## config.mk

```make
export PLATFORM = sky130hd
export DESIGN_NAME = fir_coeff_loader
export DESIGN_NICKNAME = d
export VERILOG_FILES = /design/src/rtl/fir_coeff_loader.sv
export SDC_FILE = /design/constraint.sdc
export NUM_CORES = 1
export LEC_CHECK = 0
export ABC_CLOCK_PERIOD_IN_PS = 2600
export CORE_MARGIN = 5
export CORE_UTILIZATION = 56
export DETAILED_ROUTE_END_ITERATION = 16
export DONT_BUFFER_PORTS = 1
export GPL_ROUTABILITY_DRIVEN = 0
export GPL_TIMING_DRIVEN = 0
export PLACE_DENSITY = 0.68
export REMOVE_ABC_BUFFERS = 1
export SYNTH_ARGS = -nofsm -noshare
export SYNTH_HDL_FRONTEND = slang
export SYNTH_SLANG_ARGS = --single-unit
```

## constraint.sdc

```tcl
create_clock -name clk -period 2.6 [get_ports clk]
set_input_delay 0.52 -clock clk [delete_from_list [all_inputs] [get_ports clk]]
set_output_delay 0.52 -clock clk [all_outputs]
set_load 0.01 [all_outputs]
```

## src/rtl/fir_coeff_loader.sv

```systemverilog
// fir_coeff_loader: streams NCOEF host coefficients into a FIR coefficient RAM.
// IDLE -> LOAD (one coefficient accepted per s_valid & s_ready edge) -> FLUSH
// (extra write cycle for the last coefficient) -> DONE. Abort returns to IDLE.
// Optional feature macro: FIR_COEFF_CHECKSUM_EN adds exp_sum/sum_ok, a
// mod-2^16 sum of the accepted coefficients compared when done rises.
module fir_coeff_loader #(
    parameter int NCOEF = 129,
    parameter int C     = 16,
    parameter int AW    = 8
) (
    input  logic          clk,
    input  logic          nrst,
    input  logic          start,
    input  logic          abort,
    input  logic          s_valid,
    input  logic [C-1:0]  s_data,
    output logic          s_ready,
    output logic          c_WE,
    output logic [C-1:0]  c_in,
    output logic [AW-1:0] c_addr,
    output logic          busy,
    output logic          done
`ifdef FIR_COEFF_CHECKSUM_EN
    ,
    input  logic [15:0]   exp_sum,
    output logic          sum_ok
`endif
);

    typedef enum logic [1:0] {S_IDLE, S_LOAD, S_FLUSH, S_DONE} state_e;

    localparam logic [AW-1:0] LAST_IDX = AW'(NCOEF - 1);

    state_e        state_q, state_d;
    logic [AW-1:0] idx_q, idx_d;
    logic [C-1:0]  cin_q, cin_d;
    logic [AW-1:0] caddr_q, caddr_d;
    logic          cwe_q, cwe_d;
    logic          srdy_q, srdy_d;
    logic          busy_q, busy_d;
    logic          done_q, done_d;

    // A transfer is a handshake that abort does not cancel.
    logic xfer;
    assign xfer = s_valid && srdy_q && !abort;

    // State register.
    always_ff @(posedge clk or negedge nrst) begin
        if (!nrst) state_q <= S_IDLE;
        else       state_q <= state_d;
    end

    // Next-state logic; abort outranks start and any coincident transfer.
    always_comb begin
        state_d = state_q;
        unique case (state_q)
            S_IDLE, S_DONE: begin
                if (abort)      state_d = S_IDLE;
                else if (start) state_d = S_LOAD;
            end
            S_LOAD: begin
                if (abort)                      state_d = S_IDLE;
                else if (xfer && idx_q == LAST_IDX) state_d = S_FLUSH;
            end
            S_FLUSH: state_d = abort ? S_IDLE : S_DONE;
            default: state_d = S_IDLE;
        endcase
    end

    // Output next-state: flags follow the next state so they are registered
    // in step with it; coefficient pair only moves on a transfer.
    always_comb begin
        srdy_d  = (state_d == S_LOAD);
        cwe_d   = (state_d == S_LOAD) || (state_d == S_FLUSH);
        busy_d  = cwe_d;
        done_d  = (state_d == S_DONE);
        cin_d   = cin_q;
        caddr_d = caddr_q;
        idx_d   = '0;
        if (state_q == S_LOAD && state_d == S_LOAD)
            idx_d = xfer ? idx_q + AW'(1) : idx_q;
        if (xfer) begin
            cin_d   = s_data;
            caddr_d = idx_q;
        end
    end

    // Output and index registers.
    always_ff @(posedge clk or negedge nrst) begin
        if (!nrst) begin
            idx_q   <= '0;
            cin_q   <= '0;
            caddr_q <= '0;
            cwe_q   <= 1'b0;
            srdy_q  <= 1'b0;
            busy_q  <= 1'b0;
            done_q  <= 1'b0;
        end else begin
            idx_q   <= idx_d;
            cin_q   <= cin_d;
            caddr_q <= caddr_d;
            cwe_q   <= cwe_d;
            srdy_q  <= srdy_d;
            busy_q  <= busy_d;
            done_q  <= done_d;
        end
    end

    assign s_ready = srdy_q;
    assign c_WE    = cwe_q;
    assign c_in    = cin_q;
    assign c_addr  = caddr_q;
    assign busy    = busy_q;
    assign done    = done_q;

`ifdef FIR_COEFF_CHECKSUM_EN
    logic [15:0] s_ext;
    logic [15:0] sum_q, sum_d;
    logic        sumok_q, sumok_d;

    // Bring the coefficient to 16 bits: truncate wide, sign-extend narrow.
    if (C >= 16) begin : g_trunc
        assign s_ext = s_data[15:0];
    end else begin : g_sext
        assign s_ext = {{(16-C){s_data[C-1]}}, s_data};
    end

    // Running sum restarts with each load; sum_ok is judged as done rises.
    always_comb begin
        sum_d = sum_q;
        if (state_q != S_LOAD && state_q != S_FLUSH && state_d == S_LOAD)
            sum_d = '0;
        else if (xfer)
            sum_d = sum_q + s_ext;
        sumok_d = 1'b0;
        if (state_d == S_DONE)
            sumok_d = (state_q == S_FLUSH) ? (sum_q == exp_sum) : sumok_q;
    end

    // Checksum registers.
    always_ff @(posedge clk or negedge nrst) begin
        if (!nrst) begin
            sum_q   <= '0;
            sumok_q <= 1'b0;
        end else begin
            sum_q   <= sum_d;
            sumok_q <= sumok_d;
        end
    end

    assign sum_ok = sumok_q;
`endif

endmodule

```

==> key figures <==
STA
  • TNS Setup: 0 ns
  • Final Hold Vio Count: 0
  • Final min period: about 2.2 ns
  • Max Slew Vio Count: 0
  • Final setup vio count: 0
  • WHS: ~0.31 ns
  • RSZ-0062 raised after global routing: false
  • Normalized max-slew margin: 0.5377
  • Worst Tran Pin Value: between 0.6 and 0.7 ns
  • PnR worst setup slack: around 0.37 ns
  • Crit share post-route: 0.8579
  • Achievable Freq: 448.3 MHz
  • Clock Skew: between 0.005 and 0.006 ns

Placed design
  • Port Buffers: 0
  • Post-DP HPWL: 2.030 mm
  • Dpl ws: -0.5348 ns
  • Area of placed instances: 0.001599 mm²

Worst hold path
  • WHS Endpoint: state_q[1]$_DFF_PN0_
  • Hold Crit Class: in -> reg
  • Hold_sp: abort
  • Hold depth: 1

Detailed routing
  • First-pass DRT Iterations: 4
  • Vias per std cell: between 6 and 7
  • Drt total wl: 3.075 mm
  • DRC Markers: 0
  • Total number of vias: between 900 and 1000
  • Antenna violation net count after detailed routing: 0
  • WL per Instance: ~19 µm
  • Iteration-0 DRC Markers: 40

Cells and area
  • Antenna Cells: 0
  • Fillers: 223
  • Layout area overhead: 8.117%
  • FF/Latch Area: 925.9 µm²
  • Most frequent cells in the layout: 37 x dfrtp_1, 21 x mux2_2, 10 x nand2_1, 7 x inv_1, 6 x ha_1
  • Commonest non-fill, non-tap cell in the layout: dfrtp_1
  • Area occupied by multi-input gates: roughly 620 µm²
  • Fin nets: between 150 and 200
  • Fraction of layout cells with a size suffix above 1: 0.2519
  • Post-route design area: roughly 0.0017 mm²

Yosys
  • Sequential fraction of the synthesis area: 0.5831
  • Post-synthesis register bit count: 37
  • Post-synthesis cell area: between 0.0015 and 0.002 mm²
  • Mux cell area share after synthesis: 0.1552
  • Synth Area in XOR/XNOR: 0.01103
  • Synth Area in Simple Gates: 0.09929
  • Post-Synth Adder-Cell Area: 0.04728
  • Unique cell type count in the Yosys netlist: 28
  • Synth Area in Compound Gates: 0.07013
  • Largest family of logic cells by synthesized area: multiplexers
  • Syn avg cell area: around 13 µm²
  • Syn. warnings: 0
  • Cells after Synth: around 130

Clock tree
  • Cts bufs inserted: 5
  • Longest Clk Path Bufs: 2
  • Worst skew pair latency: roughly 0.33 ns
  • Root buf cell: clkbuf_4
  • CTS sink cnt: 37
  • CTS tree: done
  • Clock transition at path regs: around 0.11 ns
  • Post-CTS Resized: 0
  • H-tree Lvls: 2

Die
  • Site row count: 19
  • Core ar.: around 0.0027 mm²
  • Die H: roughly 63 µm
  • Num ports: about 50
  • Overall die area: 0.004000 mm²
  • Starting Density: 0.5808
  • Die Wd: 63.25 µm

Global route
  • Largest net degree at the start of global routing: 38
  • Overall Global Routing Usage: 0.1712
  • Initial antenna violation count: 0
  • Gr ovfl total: 0
  • Number of global-route vias before repair: ~1100
  • First-pass GRT wire length: 5.285 mm

Pwr
  • Peak supply drop: 0.7202 mV
  • Leak Pwr: ~0.78 nW
  • PwrDens: between 800 and 900 mW/mm²
  • Total power: between 0.001 and 0.0015 W

Run status
  • Status: finished, final reports clean

Critical path
  • CP max FO: 8
  • Worst setup EP type: flop
  • R2R Path Start: state_q[0]$_DFF_PN0_
  • R2r setup slk: roughly 0.37 ns
  • Type of origin of the critical path: flop
  • Worst r2r path cells: 8
  • Reg-to-reg endpoint: idx_q[6]$_DFFE_PN0P_
  • CP Class: reg -> reg
  • Critical path arrival: between 2 and 2.5 ns
  • WP data required: 2.86 ns

Job
  • MaxCap Viol Count: 0
-- power breakdown --
| part | switching [W] | internal, W |
|---|---|---|
| Sequential | 0.000133 | 0.000688 |
| Combinational | 0.0000743 | 0.000102 |
| Clock | 0.000181 | 0.000196 |
-- critical path: stages (launching register included) --
cell and delay [ns]:
dfrtp_1 0.42, inv_1 0.06, ha_1 0.37, or2_2 0.30
a32oi_1 0.25, o32a_2 0.19, ha_1 0.17, nand2_1 0.20
a21oi_1 0.18
-- synthesized netlist by cell type, drive strengths merged --
library cell | number | area, µm²
a211oi | 1 | 7.510
a21oi | 5 | 25.02
a32oi | 1 | 8.760
a41o | 1 | 10.01
buf | 5 | 27.53
dfrtp | 37 | 925.9
ha | 6 | 75.07
inv | 7 | 26.28
mux2 | 21 | 236.5
mux2i | 1 | 10.01
nand2 | 10 | 37.54
nand3b | 2 | 15.01
nand4 | 2 | 12.51
nand4b | 2 | 17.52
nor2 | 5 | 18.77
nor3 | 1 | 5.000
nor4bb | 1 | 10.01
o21ai | 5 | 25.02
o31ai | 2 | 15.01
o32a | 1 | 11.26
o32ai | 1 | 8.760
or2 | 1 | 6.260
or3 | 3 | 20.02
or4 | 2 | 15.01
xnor2 | 1 | 8.760
xor2 | 1 | 8.760
-- worst max-delay path by stage --
| stage | start | end | slack, ns | depth (start not counted) |
|---|---|---|---|---|
| 3_5_place_dp | abort | idx_q[2]$_DFFE_PN0P_ | -0.53 | 6 |
| 6_report | state_q[0]$_DFF_PN0_ | idx_q[6]$_DFFE_PN0P_ | 0.37 | 8 |
| 5_1_grt | state_q[0]$_DFF_PN0_ | idx_q[6]$_DFFE_PN0P_ | 0.24 | 8 |
| 2_1_floorplan | abort | idx_q[0]$_DFFE_PN0P_ | 0.01 | 6 |
| 4_1_cts | state_q[0]$_DFF_PN0_ | idx_q[6]$_DFFE_PN0P_ | 0.41 | 8 |
| 3_3_place_gp | abort | idx_q[2]$_DFFE_PN0P_ | -0.42 | 6 |
-- stage by stage --
stage | std cells | util
final | 162 | 0.6279
after global routing | 162 | 0.6279
after CTS | 161 | 0.6243
after detailed placement | 151 | 0.5849
after global placement | 151 | 0.5849
after floorplan | 120 | -
-- metal layers --
layer,part of all wire,global-route usage,vias to the layer above
met5,0,0,-
met4,0.013,0.06494,0
met2,0.51,0.2833,45
li1,-,-,454
met3,0.085,0.08703,6
met1,0.39,0.1866,478
-- flip-flops by register name, summed over array words and instances, names as in the netlist --
signal	count
busy	1
done	1
c_addr	8
idx_q	8
s_ready	1
c_in	16
state_q	2
-- logic make-up (layout without fill, tap and decap cells) --
kind of cell    count (synthesis)  in the layout
buf+inv                        12             17
mux                            22             22
xor+xnor                        2              2
compound gates                 17             17
flops                          37             37
simple gates                   29             30
fa+ha+maj                       6              6
-- area by class of cell --
class	count	area share
clock buffers	5	0.02187
repair buffers	3	0.02187
multi-input cells	77	0.3586
flip-flops and latches	37	0.5394
clock inverters	2	0.02041
inverters	7	0.01531
well taps	31	0.02259
-- timing repair --
item,in CTS,in global routing
endpoints found under the hold margin,37,32
hold buffers,1,1
setup endpoints to repair,11,0
setup buffers,1,0
No activity file was read; power rests on OpenSTA's default activity.
==> edit (same flow settings) <==
The 4 states of `state_e` get a Gray code encoding in 2 bits.
--- a/src/rtl/fir_coeff_loader.sv
+++ b/src/rtl/fir_coeff_loader.sv
@@ -29,3 +29,3 @@
 
-    typedef enum logic [1:0] {S_IDLE, S_LOAD, S_FLUSH, S_DONE} state_e;
+    typedef enum logic [1:0] {S_IDLE = 2'b00, S_LOAD = 2'b01, S_FLUSH = 2'b11, S_DONE = 2'b10} state_e;
 
Check against the original RTL: no difference found for any inputs over 10 cycles, from zero or initial values and one cycle with nrst low; not proved beyond that.
==> edit against the unedited design <==
- routed wire length down 14%
- final area is 5.5% lower
- sequential share of layout area increased by 3.1 points
- synthesized cell count decreased by 8.0%
- utilization decreased by 2.4 points
- setup slack gained 0.50 ns
- power fell by 19%
- critical path depth is 3 lower
- via count is 7.0% lower
- sequential cell count is the same
- die area is 2.9% lower
- synthesized area is 3.5% lower
- clock power fell by 25%
- critical path type unchanged
- largest cell class unchanged
==> edit: results (changes against the unedited design) <==
* Status: finished clean
* Max reg flops at 16 (unchanged)
* Yosys top cell area share at 60.4% (+2.1 points)
* Worst hold-check path type: primary input to flop
* Seq/Total Area, Yosys at 60.4% (+2.1 points)
* Pleak at 0.739 nW (-5.4%)
* DP Wirelength at 1790 µm (-12%)
* FILL cells at 204 (-8.5%)
* YS warnings at 0 (unchanged)
* Tot GR Track Use at 14.6% (-2.5 points)
* Met2 usage at 24.5% (-3.9 points)
* Largest net degree at the start of global routing at 38 (unchanged)
* Drt first-iter violations at 25 (-38%)
* Top Metal Used: met4
* First-pass GRT wire length at 4530 µm (-14%)
* CP delay by family, top: compound AO/OA/AOI/OAI gates
* Hold EP: busy
* CTS H-tree depth at 2 (unchanged)
* CP max-delay cell: o31ai_4
* M3 GR Usage at 7.93% (-0.78 points)
* WHS Path Cells at 1 (unchanged)
* CP Max Fanout at 9 (+1)
* CP max stage delay at 0.51 ns (+0.09 ns)
* Share of layout cells above drive strength 1 at 15.0% (-10 points)
* Peak supply drop at 0.571 mV (-21%)
* Met3 WL at 292 µm (+11%)
* Worst skew pair latency at 0.34 ns
* DRT Pass-1 Iters at 4 (unchanged)
* Antenna diodes at 0 (unchanged)
* R2r startpoint: idx_q[0]
* R2R Setup Slk at 0.87 ns (+0.50 ns)
* Arr. time, crit path at 1.93 ns (-0.56 ns)
* Worst hold-check slack at 0.234 ns (-0.0715 ns)
* Worst Skew at 0.00975 ns (+0.00452 ns)
* Clk slew on worst S/H paths at 0.11 ns (about the same)
* M1 WL at 975 µm (-18%)
* Placed Area at 0.00154 mm² (-3.6%)
* Slew HR at 70.0% (+16 points)
* Root buffer cell: clkbuf_4
* Vias in the first global route at 942 (-10%)
* Clk buf depth at 2 (unchanged)
* Fin nets at 142 (-10%)
* Yosys cell types at 28 (unchanged)
* Top cells by count, synth: dfrtp_1, mux2_1, a21oi_1, mux2_2, nand2_1
* CTS Buf Count at 5 (unchanged)
* Met2 wire length at 1340 µm (-16%)
* Pre-CTS setup slack at 0.828 ns (+1.36 ns)
* Routed via count at 914 (-7.0%)
* Top cells by area, synth: dfrtp_1, mux2_1, mux2_2, a21oi_1, or3_1
* Worst Min Path Start: abort
* Worst R2R End: s_ready
* Reg2reg path depth at 5 (-3)
* Initial antenna violation count at 0 (unchanged)
* Avg Cell Area, Syn at 13.3 µm² (+4.9%)
* Routed WL at 2640 µm (-14%)
* Post-CTS sizing at 0 (unchanged)
* Routed vias/inst at 6.05 (-0.25%)
* GR Layer Usage met1 at 15.2% (-3.4 points)
-- edit: changes by cell type in the layout (fill, tap and decap cells not counted), sizes merged, moves of 2 or more --
cell and delta:
or3 +2, o21ai +2, inv -4, nand2 -3, nand3b -2, nand2b +2, nor2 -2, ha -4
a21oi +2
-- edit: worst max path at each step --
| stage | from | to | slack, ns |
|---|---|---|---|
| after floorplan | abort | idx_q[7] | 1.03 |
| after global placement | abort | s_ready | 0.84 |
| after detailed placement | abort | s_ready | 0.83 |
| after CTS | s_ready | s_ready | 0.87 |
| after global routing | s_ready | s_ready | 0.77 |
| final | idx_q[0] | s_ready | 0.87 |
-- edit: area by class of cell --
class	instances	area [µm²]	area share, %
clock buffers	6	41.3	2.54
flip-flops and latches	37	926	57.1
repair buffers	2	30.0	1.85
inverters	3	11.3	0.694
multi-input cells	70	566	34.8
clock inverters	2	10.0	0.617
well taps	31	38.8	2.39
-- edit: power breakdown --
| group | internal (mW) | switching, mW | total (mW) |
|---|---|---|---|
| Combinational | 0.0514 | 0.0414 | 0.0928 |
| Sequential | 0.648 | 0.0841 | 0.732 |
| Clock | 0.103 | 0.180 | 0.283 |
-- edit: timing repair --
| item | 4_1_cts | 5_1_grt |
|---|---|---|
| setup endpoints to repair | 0 | 0 |
| hold buffers | 1 | 1 |
| buffers inserted | 0 | 0 |
| hold endpoints to repair | 37 | 19 |
-- edit: cell families after synthesis --
kind of cell / Yosys count / share of synthesized area [%]
mux: 22 / 16.1
compound gates: 17 / 7.02
xor+xnor: 2 / 1.14
fa+ha+maj: 2 / 1.63
flops: 37 / 60.4
simple gates: 27 / 11.0
buf+inv: 8 / 2.69
